### src/rtl/modular_square_sequencer.sv
// ---------------------------------------------------------------------------
// modular_square_sequencer
//
// Control-only sequencer for a multi-cycle modular squaring datapath that
// computes x -> x^2 mod N repeatedly, T times.  The operands themselves live
// in the datapath; this block only decides when the datapath captures them.
//
// A job is accepted on the start valid/ready handshake.  After that, the
// block waits SQ_LATENCY cycles for each squaring and then strobes the
// datapath: feedback between iterations, and output capture after the last
// one.  The finished result is then offered on the done valid/ready
// handshake.  Abort cancels a running or finished job.
//
// Parameters
//   SQ_LATENCY  cycles from an operand capture edge to a stable result (>= 1)
//   ITER_W      width of the iteration count and counters
//
// Ports
//   clk             clock
//   reset           asynchronous, active-high reset
//   start_valid     job request
//   start_ready     controller can accept a job (idle and not aborting)
//   start_iters     number of squarings T, sampled on accept (0 means 1)
//   abort           cancel the current job
//   dp_load         datapath loads the external start value
//   dp_feedback     datapath feeds its reduced result back as next operand
//   dp_out_capture  datapath latches the reduced result into its output reg
//   busy            controller is not idle
//   iter_count      iterations completed in the current/last job
//   done_valid      final result is held in the datapath output register
//   done_ready      consumer accepts the result
// ---------------------------------------------------------------------------
module modular_square_sequencer #(
    parameter int SQ_LATENCY = 5,
    parameter int ITER_W     = 64
) (
    input  logic              clk,
    input  logic              reset,
    input  logic              start_valid,
    output logic              start_ready,
    input  logic [ITER_W-1:0] start_iters,
    input  logic              abort,
    output logic              dp_load,
    output logic              dp_feedback,
    output logic              dp_out_capture,
    output logic              busy,
    output logic [ITER_W-1:0] iter_count,
    output logic              done_valid,
    input  logic              done_ready
);

    localparam int                LAT_W      = (SQ_LATENCY > 1) ? $clog2(SQ_LATENCY) : 1;
    localparam logic [LAT_W-1:0]  LAT_RELOAD = LAT_W'(SQ_LATENCY - 1);
    localparam logic [LAT_W-1:0]  LAT_ONE    = LAT_W'(1);
    localparam logic [ITER_W-1:0] ITER_ONE   = ITER_W'(1);

    typedef enum logic [1:0] {
        S_IDLE,
        S_RUN,
        S_DONE
    } state_t;

    state_t             r_state;
    logic [LAT_W-1:0]   r_lat_cnt;
    logic [ITER_W-1:0]  r_target;
    logic [ITER_W-1:0]  r_iter_count;

    logic               w_accept;
    logic               w_iter_end;
    logic               w_last;
    logic [ITER_W-1:0]  w_iter_next;

    // Abort in IDLE only blocks acceptance; it never changes state there.
    assign start_ready = (r_state == S_IDLE) && !abort;

    // Gating with reset keeps dp_load quiet while the block is held in reset.
    assign w_accept    = start_valid && start_ready && !reset;

    // iter_count never exceeds target, so the increment cannot wrap even
    // when target is the all-ones value.
    assign w_iter_next = r_iter_count + ITER_ONE;
    assign w_iter_end  = (r_state == S_RUN) && (r_lat_cnt == '0);
    assign w_last      = (w_iter_next == r_target);

    // Strobes are pure decodes; abort wins over feedback and capture.
    assign dp_load        = w_accept;
    assign dp_feedback    = w_iter_end && !abort && !w_last;
    assign dp_out_capture = w_iter_end && !abort && w_last;

    assign busy       = (r_state != S_IDLE);
    assign done_valid = (r_state == S_DONE) && !abort;
    assign iter_count = r_iter_count;

    // Main sequencing FSM.  lat_cnt counts down the squaring latency; the
    // cycle in which it reaches zero is the last cycle of an iteration, where
    // the datapath result is stable and gets fed back or captured.
    always_ff @(posedge clk or posedge reset) begin
        if (reset) begin
            r_state      <= S_IDLE;
            r_lat_cnt    <= '0;
            r_target     <= '0;
            r_iter_count <= '0;
        end else begin
            case (r_state)
                S_IDLE: begin
                    if (w_accept) begin
                        r_target     <= (start_iters == '0) ? ITER_ONE : start_iters;
                        r_iter_count <= '0;
                        r_lat_cnt    <= LAT_RELOAD;
                        r_state      <= S_RUN;
                    end
                end
                S_RUN: begin
                    if (abort) begin
                        r_state <= S_IDLE;
                    end else if (r_lat_cnt != '0) begin
                        r_lat_cnt <= r_lat_cnt - LAT_ONE;
                    end else begin
                        r_iter_count <= w_iter_next;
                        if (w_last) begin
                            r_state <= S_DONE;
                        end else begin
                            r_lat_cnt <= LAT_RELOAD;
                        end
                    end
                end
                S_DONE: begin
                    if (abort || done_ready) begin
                        r_state <= S_IDLE;
                    end
                end
                default: begin
                    r_state <= S_IDLE;
                end
            endcase
        end
    end

endmodule

### config.mk
export PLATFORM = sky130hd
export DESIGN_NAME = modular_square_sequencer
export DESIGN_NICKNAME = d
export VERILOG_FILES = /design/src/rtl/modular_square_sequencer.sv
export SDC_FILE = /design/constraint.sdc
export NUM_CORES = 1
export LEC_CHECK = 0
export ABC_AREA = 1
export CAP_MARGIN = 20
export CORE_MARGIN = 3
export CORE_UTILIZATION = 40
export CTS_CLUSTER_SIZE = 25
export DETAILED_ROUTE_END_ITERATION = 10
export PLACE_DENSITY_LB_ADDON = 0.12
export SKIP_LAST_GASP = 1
export SYNTH_ARGS = -nofsm -noshare
export SYNTH_HDL_FRONTEND = slang
export SYNTH_SLANG_ARGS = --single-unit
### constraint.sdc
create_clock -name clk -period 9.2 [get_ports clk]
set_clock_uncertainty 0.15 [all_clocks]
set_input_delay 1.84 -clock clk [delete_from_list [all_inputs] [get_ports clk]]
set_output_delay 1.84 -clock clk [all_outputs]
set_load 0.1 [all_outputs]
# After elaboration in Yosys (flattened, before gate mapping)
# Cells that the tools add are included.
# totals
ff_bits	133
inputBits	69
out_inout_bits	70
# classes
n_addsub	2
n_eq_ne	10
muxes	16
n_reduce_logical	22
# ops
op	count
2-to-1 mux 64 bit	4
one-hot mux 64 bit (2 select lines)	1
adder 64 x 1 -> 64 bit, second input constant	1
equality test 64 bit	1
logical NOT 64 bit	1
2-to-1 mux 3 bit	4
AND reduction 4 bit	3
2-to-1 mux 2 bit	5
logical AND 1 bit	8
!= test 2 bit, second input constant	3
!= test 3 bit, second input constant	2
one-hot mux 2 bit (3 select lines)	1
one-hot mux 3 bit (2 select lines)	1
nonzero test 2 bit	2
logical NOT 1 bit	3
logical NOT 3 bit	1
!= test 3 x 2 -> 1 bit, second input constant	1
nonzero test 3 bit	1
subtractor 3 x 1 -> 3 bit, second input constant	1
equality test 2 x 1 -> 1 bit, second input constant	1
equality test 2 bit, second input constant	1
logical NOT 2 bit	1
!= test 2 x 1 -> 1 bit, second input constant	1
AND reduction 2 bit	1
logical OR 1 bit	1

# Longest topological paths before layout
# Gate-level depths: netlist of the first run.
# depth
word_depth	6
depth_mapped	20
depth_no_buf	20

# Least setup slack after synthesis of the first run
# Ideal clock, no wire load.
# synth_path
path_type	input-to-output
from	in reset
to	out dp_load
arrival_ns	6.504
setup_slack_ns	0.706
stages	4
path_cell_list	inv_1 nand3_1 clkinv_1 clkbuf_1
# synth_between
elab_chain_cells	2
# synth_lines
element	line	rtl
start, declared	38	input logic reset,
logical NOT 1 bit (no source line)	n/a	
logical AND 1 bit	77	assign w_accept = start_valid && start_ready && !reset;
end, declared	43	output logic dp_load,
# Every way passes these cells.

# Final worst setup path of the first run
# Ends and elaborated chain as after synthesis.

==> results.sh, run 1 <==
export IMPL_status="complete, no violations"
export IMPL_min_period_ps=6670
export IMPL_syn2layout_area_growth_pct=24.7
export IMPL_synth_top_cell_by_area="dfrtp_1"
export IMPL_start_util_pct=41.3
export IMPL_grt_max_degree=87
export IMPL_die_w_um=157
export IMPL_crit_family="buffers and inverters"
export IMPL_cp_data_arrival_time_ps=4680
export IMPL_path_class="primary input to primary output"
export IMPL_setup_viol=0
export IMPL_rr_endpoint="r_lat_cnt[2]"
export IMPL_post_cts_setup_buffers=0
export IMPL_diodes=0
export IMPL_p_per_area_nw_per_um2=155
export IMPL_synth_area_leaders="dfrtp_1 (36%), nand2_1 (20%), inv_1 (8.0%)"
export IMPL_setup_worst_path_end_class="primary output"
export IMPL_io_pins=139
export IMPL_place_area_um2=10800
export IMPL_endpoint="dp_load"
export IMPL_yosys_warnings=0
export IMPL_min_period_over_period_pct=72.5
export IMPL_multi_input_area_um2=4980
export IMPL_via_count=9776
export IMPL_cp_start_kind="primary input"
export IMPL_routed_via_density=5.32
export IMPL_hold_buffers=0
export IMPL_yosysSeqAreaShare_pct=36.3
export IMPL_routedWlPerCell_um=18.0
export IMPL_leakagePower_uw=0.00513
export IMPL_clk_latency_ps=440
export IMPL_grt_busiest_layer="met2"
export IMPL_portBuffers=138
export IMPL_crit_chain="clkdlybuf4s50_1 > inv_6 > nand3_2 > clkinv_1 > buf_4 > clkdlybuf4s50_1"
export IMPL_fmax_ghz=0.150
export IMPL_dr_pass1_iters=6
export IMPL_dieHeight_um=157
export IMPL_drc=0
export IMPL_clock_root_buffer="clkbuf_16"
export IMPL_instances_no_fill=1839
export IMPL_critPathMaxStageDelay_ps=1210
export IMPL_finalMaxSlewViolations=0
export IMPL_worst_pin_slew_ps=1020
export IMPL_finalNetCount=1618
export IMPL_cp_required_ps=7210
export IMPL_clk_pin_slew_ps=60
export IMPL_first_global_vias=8963
export IMPL_rr_worst_depth=19
export IMPL_crit_fanout=68
export IMPL_final_util_pct=51.5
export IMPL_die_area_um2=24700
export IMPL_cts_made_buffers=17
export IMPL_syn_num_nets=1482
export IMPL_timing_rr_start="iter_count[0]"
export IMPL_gr_usage_met3_pct=6.63
export IMPL_finalHoldViolCount=0
export IMPL_antenna_found_initial=0
export IMPL_drv_cap=0
export IMPL_tns_ps=0
export IMPL_cts_resized_gates=0
export IMPL_cpMostUsedCell="clkdlybuf4s50_1"
export IMPL_path_depth=6
export IMPL_synth_async_reset_ratio_pct=100
export IMPL_cts_sinks=133
export IMPL_synth_seq_cells=133
export IMPL_fillers=2262
export IMPL_cts_tree="done"
export IMPL_hp_class="flop to flop"
export IMPL_cp_startpoint="reset"
export IMPL_synth_area_um2=9160
export IMPL_rsz0062_at_grt="no"
export IMPL_syn_avg_cell_area_um2=6.49
export IMPL_hold_worst_slack_ps=356
export IMPL_row_count=54
export IMPL_grt_pass1_wl_mm=50.6
export IMPL_slew_headroom_pct=31.5
export IMPL_synthCells=1411
export IMPL_core_um2=22200
export IMPL_fin_area_um2=11400
export IMPL_h_tree_depth=4
export IMPL_seq_area_um2=3330
export IMPL_synth_top_area_share_pct=36.3
export IMPL_synthFlopType="dfrtp_1"
export IMPL_grt_util_met1_pct=36.7
export IMPL_peakVddDrop_uv=95.9
export IMPL_cp_slowest_cell="clkdlybuf4s50_1"
export IMPL_placedCellCount=1807
export IMPL_cts_max_path_buffers=2
export IMPL_grt_ovfl_total=0
export IMPL_r2r_slack_ps=5620
export IMPL_drive_gt1_share_pct=5.97
export IMPL_drtIter0Drc=850
export IMPL_drt_total_wl_mm=33.2
export IMPL_gp_congestion=0.990
export IMPL_grtUsageMet2_pct=43.3
export IMPL_grt_usage_pct=27.0
export IMPL_antenna_left=0
export IMPL_worstPathBufferInverterCount=5
export IMPL_yosysUniqueCellTypes=37
export IMPL_synth_edf_count=0
export IMPL_post_dp_hpwl_mm=25.8
==> cell type report <==
| class | instances | share of cell area [%] |
|---|---|---|
| Multi-Input combinational cell | 1050 | 43.6 |
| Sequential cell | 133 | 29.2 |
| Timing Repair Buffer | 144 | 12.5 |
| Inverter | 201 | 6.65 |
| Clock buffer | 18 | 3.76 |
| Tap cell | 280 | 3.07 |
| Clock inverter | 13 | 1.29 |
==> stage by stage <==
stage | total power (uW) | setup WS (ps)
6_report | 1770 | 2530
5_1_grt | 1860 | 2220
4_1_cts | 1780 | 2500
3_5_place_dp | 1080 | 2510
3_3_place_gp | 1080 | 2510
2_1_floorplan | 942 | 706
==> registers in the layout, summed over array words and instances, names as in the netlist <==
signal,count
r_state,2
iter_count,64
r_target,64
r_lat_cnt,3
==> Yosys cell counts, types with 2 or more instances <==
master / n
nand2_1: 491
inv_1: 196
nor2_1: 166
dfrtp_1: 133
nand3_1: 107
o21ai_0: 71
o22ai_1: 56
nand4_1: 31
clkbuf_1: 23
xor2_1: 22
nor2_2: 20
nand3b_1: 17
nand2_2: 12
nor4_1: 9
nor3_1: 6
o21ai_1: 6
nor2_4: 5
and2_1: 4
inv_2: 4
nand2_4: 4
xnor3_1: 4
buf_1: 3
or2_2: 3
a21oi_1: 2
ha_1: 2
nor2_8: 2
xor3_1: 2
==> worst register-to-register path: stages, from the launching register on <==
cell,delay (ps)
dfrtp_1,430
ha_1,290
nand2_2,120
nor2_2,580
nand2_1,400
nand2_1,140
nand2_1,100
inv_2,80
nand2_1,40
nand2_1,50
nand2_1,50
nor2_1,90
nand2_1,60
nor2_1,240
nand2_1,150
nor2_2,150
nand3_2,130
nand2_2,150
nand2_1,60
nand2_1,60
==> power by group <==
part           switching, uW  leakage [uW]  internal [uW]
sequential              58.6       0.00176            647
clock                    296      0.000271            402
combinational            229       0.00310            138
total                    584       0.00513           1190
==> cells in the final DEF, fill, tap and decap left out, types with 6 or more instances in the layout <==
cell             count
o21ai_1              6
nand4_1             31
inv_1              195
nor4_1               9
inv_6                7
dfrtp_1            133
nor2_2              20
clkdlybuf4s50_1    138
nand3b_1            17
nor2_1             166
nand2_1            490
clkbuf_16           17
o21ai_0             71
nand3_1            106
o22ai_1             56
xor2_1              22
nor3_1               6
nand2_2             13
==> routing by layer <==
| layer | vias to the layer above | part of all wire, % |
|---|---|---|
| li1 | 4781 | - |
| met3 | 51 | 7.8 |
| met5 | - | 0 |
| met4 | 0 | 2.4 |
| met1 | 4553 | 45 |
| met2 | 391 | 45 |
==> worst min path at each step <==
stage,slack (ps),from,cells past startpoint,endpoint
6_report,360,r_lat_cnt[1],2,r_lat_cnt[1]
2_1_floorplan,310,r_target[28],2,r_target[28]
3_5_place_dp,350,r_lat_cnt[1],2,r_lat_cnt[1]
5_1_grt,390,r_target[0],2,r_target[0]
4_1_cts,360,r_lat_cnt[1],2,r_lat_cnt[1]
3_3_place_gp,340,r_lat_cnt[1],2,r_lat_cnt[1]
==> cell families (layout without fill, tap and decap cells) <==
| logic type | Yosys count | in the layout | share of synthesized area [%] |
|---|---|---|---|
| AO/OA/AOI/OAI | 139 | 139 | 8.47 |
| XOR/XNOR | 29 | 29 | 3.78 |
| adder cells (fa/ha/maj) | 2 | 2 | 0.273 |
| buffers and inverters | 228 | 376 | 9.43 |
| flip-flops | 133 | 133 | 36.3 |
| AND/OR/NAND/NOR | 880 | 880 | 41.7 |
Note: power is estimated with default switching activity, not from simulation.
==> inputs of run 2 (changes only) <==
==> constraint.sdc (replaced) <==
create_clock -name clk -period 6.4 [get_ports clk]
set_clock_uncertainty 0.15 [all_clocks]
set_input_delay 1.28 -clock clk [delete_from_list [all_inputs] [get_ports clk]]
set_output_delay 1.28 -clock clk [all_outputs]
set_load 0.1 [all_outputs]
==> run 2 against run 1 <==
Setup slack got worse by 1400 ps; global-route usage rose by 1.1 points; core utilization rose by 0.28 points; sequential power rose by 45%; largest power group is now clock.
==> results.sh, run 2 (same netlist as run 1, synthesis figures left out) <==
export IMPL_status="complete, no violations"
export IMPL_die_w_um=157
export IMPL_setup_worst_path_end_class="primary output"
export IMPL_antenna_left=0
export IMPL_grt_pass1_wl_mm=52.7
export IMPL_p_clk_share_pct=41.0
export IMPL_leakagePower_uw=0.00517
export IMPL_crit_fanout=6
export IMPL_peakVddDrop_uv=136
export IMPL_min_to="r_lat_cnt[2]"
export IMPL_syn2layout_area_growth_pct=25.4
export IMPL_hp_class="flop to flop"
export IMPL_drt_total_wl_mm=34.4
export IMPL_cts_resized_gates=0
export IMPL_drv_cap=0
export IMPL_cts_max_path_buffers=2
export IMPL_cts_tree="done"
export IMPL_routedWlPerCell_um=18.7
export IMPL_min_path_cells=2
export IMPL_r2r_slack_ps=2910
export IMPL_start_util_pct=41.3
export IMPL_gp_congestion=0.993
export IMPL_via_count=9772
export IMPL_first_global_vias=9182
export IMPL_hold_buffers=0
export IMPL_hold_worst_slack_ps=359
export IMPL_hold_path_startpoint="r_lat_cnt[2]"
export IMPL_diodes=0
export IMPL_rr_endpoint="r_lat_cnt[1]"
export IMPL_drtIter0Drc=1032
export IMPL_routed_via_density=5.31
export IMPL_post_dp_hpwl_mm=27.0
export IMPL_fillers=2238
export IMPL_p_sw_uw=842
export IMPL_finalMaxSlewViolations=0
export IMPL_row_count=54
export IMPL_mostFrequentLayoutCells="nand2_1 (490), inv_1 (195), nor2_1 (166), clkdlybuf4s50_1 (135), dfrtp_1 (133)"
export IMPL_grt_usage_pct=28.1
export IMPL_finalHoldViolCount=0
export IMPL_cts_made_buffers=17
export IMPL_cts_sinks=133
export IMPL_cp_required_ps=4970
export IMPL_slew_headroom_pct=19.7
export IMPL_timing_rr_start="iter_count[13]"
export IMPL_io_pins=139
export IMPL_final_util_pct=51.8
export IMPL_clk_latency_ps=430
export IMPL_grt_max_degree=87
export IMPL_seq_area_um2=3330
export IMPL_dieHeight_um=157
export IMPL_layout_commonest_cell="nand2_1"
export IMPL_clk_pin_slew_ps=60
export IMPL_combPwrFrac_pct=20.4
export IMPL_multi_input_area_um2=4980
export IMPL_fmax_ghz=0.189
export IMPL_portBuffers=138
export IMPL_post_cts_setup_buffers=0
export IMPL_tns_ps=0
export IMPL_drc=0
export IMPL_rr_worst_depth=20
export IMPL_grt_ovfl_total=0
export IMPL_core_um2=22200
export IMPL_setup_viol=0
export IMPL_power_frac_seq_pct=38.6
export IMPL_path_class="flop to primary output"
export IMPL_dr_pass1_iters=6
export IMPL_clock_root_buffer="clkbuf_16"
export IMPL_cp_data_arrival_time_ps=3870
export IMPL_die_area_um2=24700
export IMPL_rsz0062_at_grt="no"
export IMPL_antenna_found_initial=0
export IMPL_min_period_over_period_pct=82.7
export IMPL_p_int_uw=1790
export IMPL_worst_pin_slew_ps=1190
export IMPL_h_tree_depth=4
export IMPL_min_period_ps=5300
export IMPL_p_total_uw=2630
export IMPL_p_per_area_nw_per_um2=229
export IMPL_drive_gt1_share_pct=6.22
export IMPL_cp_start_kind="flop"
export IMPL_switching_share_pct=32.0
export IMPL_finalNetCount=1619
==> run 2: cell types whose count changed in the layout (fill, tap and decap cells not counted) <==
cell | previous run | this run
buf_4 | 5 | 9
clkinvlp_4 | 4 | 3
inv_6 | 7 | 5
buf_12 | 0 | 1
clkdlybuf4s50_1 | 138 | 135
clkbuf_2 | 1 | 0
clkinv_2 | 1 | 0
clkinv_4 | 0 | 2
bufinv_16 | 2 | 4
==> run 2: worst max path at each step <==
stage / startpoint / to / slack, ps
finish: iter_count[26] / dp_out_capture / 1100
global route: iter_count[2] / dp_out_capture / 870
CTS: iter_count[0] / dp_out_capture / 1220
detailed placement: abort / done_valid / 1570
global placement: abort / done_valid / 1590
floorplan: reset / dp_load / 280
==> run 2: final cells by class <==
class / instances / share of cell area [%]
flip-flops and latches: 133 / 29.0
multi-input cells: 1050 / 43.4
repair buffers: 145 / 12.5
clock inverters: 13 / 1.71
well taps: 280 / 3.05
inverters: 201 / 6.60
clock buffers: 18 / 3.74
==> run 2: worst max-delay path: stages (launching register included) <==
cell and delay (ps):
dfrtp_1 520, nand2_1 130, nor2_1 250, nand2_1 160, nor2_2 260, nand2_2 200
nor2_2 250, nand2_1 100, nand3_1 190, nand3_1 130, nor3_1 230, nand2_1 150
nor2_1 150, nand2_1 70, nor2_2 150, nand3_1 120, inv_1 70, buf_4 280
==> run 2: metrics by stage <==
stage / setup slack, ps / std cells / area [um^2]
6_report: 1100 / 1840 / 11500
5_1_grt: 871 / 1840 / 11500
4_1_cts: 1220 / 1840 / 11500
3_5_place_dp: 1570 / 1809 / 10900
3_3_place_gp: 1590 / 1809 / 10900
2_1_floorplan: 276 / 1411 / 9160
==> run 2: layer usage <==
layer | vias up | track usage, % | wire length, um
met1 | 4504 | 40.6 | 15500
met3 | 63 | 3.66 | 2460
li1 | 4783 | - | -
met4 | 0 | 8.26 | 840
met5 | - | 0 | 0
met2 | 422 | 44.3 | 15600
==> run 2: power by group through the flow <==
stage	logic, uW	clock network, uW	registers [uW]
final	536	1080	1020
after CTS	537	1090	1010
after floorplan	334	0	1020
after detailed placement	535	0	1030
after global routing	605	1120	1020
after global placement	531	0	1030
==> inputs of run 3 (changes only) <==
==> constraint.sdc (replaced) <==
create_clock -name clk -period 4.9 [get_ports clk]
set_clock_uncertainty 0.15 [all_clocks]
set_input_delay 0.98 -clock clk [delete_from_list [all_inputs] [get_ports clk]]
set_output_delay 0.98 -clock clk [all_outputs]
set_load 0.1 [all_outputs]
==> run 3 against run 2 <==
Global-route usage is 1.3 points higher; clock power grew 21%; register-to-register slack worse by 1200 ps; via count hardly changed; setup slack worse by 860 ps; count of clock-buffer cells in the layout did not move; hold slack worse by 8.3 ps; first-iteration DRC count is 19% lower; sequential share of layout area decreased by 0.37 points; die area unchanged; final cell count is 0.98% higher; critical path depth grew 1; critical endpoint unchanged; largest power group is now registers; highest routed layer unchanged.
==> results.sh, run 3 (same netlist as run 1, synthesis figures left out) <==
export IMPL_status="complete, no violations"
export IMPL_grt_ovfl_total=0
export IMPL_leakagePower_uw=0.00524
export IMPL_place_area_um2=11000
export IMPL_h_tree_depth=4
export IMPL_die_area_um2=24700
export IMPL_antenna_left=0
export IMPL_finalWorstSetupSlack_ps=243
export IMPL_diodes=0
export IMPL_cpMostUsedCell="nand2_1"
export IMPL_fillers=2241
export IMPL_worstPathBufferInverterCount=4
export IMPL_rr_endpoint="r_lat_cnt[2]"
export IMPL_fin_area_um2=11600
export IMPL_r2r_slack_ps=1730
export IMPL_grt_max_degree=134
export IMPL_grt_pass1_wl_mm=54.1
export IMPL_drt_total_wl_mm=36.3
export IMPL_cts_max_path_buffers=2
export IMPL_peakVddDrop_uv=196
export IMPL_finalMaxSlewViolations=0
export IMPL_timing_rr_start="iter_count[11]"
export IMPL_mostFrequentLayoutCells="nand2_1 (490), inv_1 (195), nor2_1 (156), clkdlybuf4s50_1 (133), dfrtp_1 (131)"
export IMPL_cts_sinks=133
export IMPL_cp_data_arrival_time_ps=3530
export IMPL_clk_latency_ps=430
export IMPL_routed_via_density=5.26
export IMPL_clk_pin_slew_ps=60
export IMPL_dieHeight_um=157
export IMPL_cts_made_buffers=17
export IMPL_drtIter0Drc=836
export IMPL_syn2layout_area_growth_pct=27.1
export IMPL_drv_cap=0
export IMPL_crit_family="simple AND/OR/NAND/NOR gates"
export IMPL_setup_viol=0
export IMPL_min_period_ps=4660
export IMPL_hold_worst_slack_ps=351
export IMPL_drive_gt1_share_pct=8.37
export IMPL_critPathMaxStageDelay_ps=430
export IMPL_cp_required_ps=3770
export IMPL_grt_usage_pct=29.5
export IMPL_dr_pass1_iters=5
export IMPL_io_pins=139
export IMPL_path_depth=18
export IMPL_pre_cts_ws_ps=417
export IMPL_finalHoldViolCount=0
export IMPL_cp_start_kind="flop"
export IMPL_drc=0
export IMPL_via_count=9768
export IMPL_fmax_ghz=0.215
export IMPL_die_w_um=157
export IMPL_first_global_vias=9054
export IMPL_post_dp_hpwl_mm=28.4
export IMPL_rr_worst_depth=20
export IMPL_setup_worst_path_end_class="primary output"
export IMPL_rsz0062_at_grt="no"
export IMPL_crit_chain="inv_1 > nor2_4 > nand3_1 > nor2_2 > xor2_1 > inv_1 > nand2_1 > nand2_1 > nor2_1 > nand2_1 > nor2_1 > nand2_1 > nor2_1 > nand2_1 > nor2_2 > nand3_1 > inv_1 > buf_12"
export IMPL_cp_startpoint="iter_count[0]"
export IMPL_slew_headroom_pct=29.7
export IMPL_layout_commonest_cell="nand2_1"
export IMPL_routedWlPerCell_um=19.5
export IMPL_start_util_pct=41.3
export IMPL_gp_congestion=1.02
export IMPL_path_class="flop to primary output"
export IMPL_core_um2=22200
export IMPL_endpoint="dp_out_capture"
export IMPL_min_period_over_period_pct=95.0
export IMPL_row_count=54
export IMPL_crit_fanout=6
export IMPL_cp_slowest_cell="dfrtp_1"
export IMPL_finalNetCount=1636
export IMPL_antenna_found_initial=0
export IMPL_hp_class="flop to flop"
export IMPL_p_per_area_nw_per_um2=288
export IMPL_worst_pin_slew_ps=1050
export IMPL_portBuffers=138
export IMPL_cts_tree="done"
export IMPL_clock_root_buffer="clkbuf_16"
-- run 3: changes by cell type in the layout (fill, tap and decap cells not counted), sizes merged --
cell	change
buf	+19
bufinv	-3
clkdlybuf4s50	-2
clkinvlp	+2
inv	+2
-- run 3: worst reg2reg max path, cell delays in order (launching register included) --
cell and delay (ps):
dfrtp_1 450, nand2_1 120, nor2_1 250, nand2_1 140
nor2_4 270, nand2_1 220, nand2_1 120, nand2_1 100
inv_2 80, nand2_1 40, nand2_1 50, nand2_1 50
nor2_1 90, nand2_1 60, nor2_1 260, nand2_1 150
nor2_2 140, nand3_2 130, nand2_2 130, nand2_1 60
nand2_1 50
-- run 3: power breakdown --
group / switching [uW] / internal, uW
logic: 446 / 264
registers: 118 / 1210
clock network: 579 / 727
total: 1140 / 2200
-- run 3: repair_timing --
item,CTS,global route
buffers inserted,0,4
hold buffers,0,0
endpoints found under the setup margin,1,2
pin swaps,0,3
resized for setup,2,14
-- run 3: per-stage QoR --
stage	cells	util (%)	TNS, ps	power [uW]
final	1858	52.5	0	3350
after global routing	1858	52.5	0	3520
after CTS	1853	52.2	0	3370
after detailed placement	1821	49.5	0	2050
after global placement	1821	49.5	0	2050
after floorplan	1411	-	-257	1770
-- run 3: worst min-delay path by stage --
stage / startpoint / end / slack, ps / cells past startpoint
finish: r_lat_cnt[2] / r_lat_cnt[2] / 350 / 2
floorplan: r_target[28] / r_target[28] / 310 / 2
global placement: r_lat_cnt[1] / r_lat_cnt[1] / 340 / 2
global route: r_target[0] / r_target[0] / 380 / 2
CTS: r_lat_cnt[2] / r_lat_cnt[2] / 350 / 2
detailed placement: r_lat_cnt[2] / r_lat_cnt[2] / 340 / 2
-- run 3: metal layers --
layer	track usage, %	part of all wire, %	up-vias
met4	7.69	2.4	0
li1	-	-	4812
met3	7.26	8.3	47
met5	0	0	-
met1	41.6	45	4509
met2	45.4	44	400
-- run 3: area by class of cell --
type	count	area [um^2]	share of cell area [%]
tap	280	350	3.01
sequential	133	3330	28.6
timing repair buffer	162	1600	13.7
multi-input combinational	1050	5020	43.1
clock buffer	18	439	3.77
inverter	201	759	6.53
clock inverter	14	141	1.21
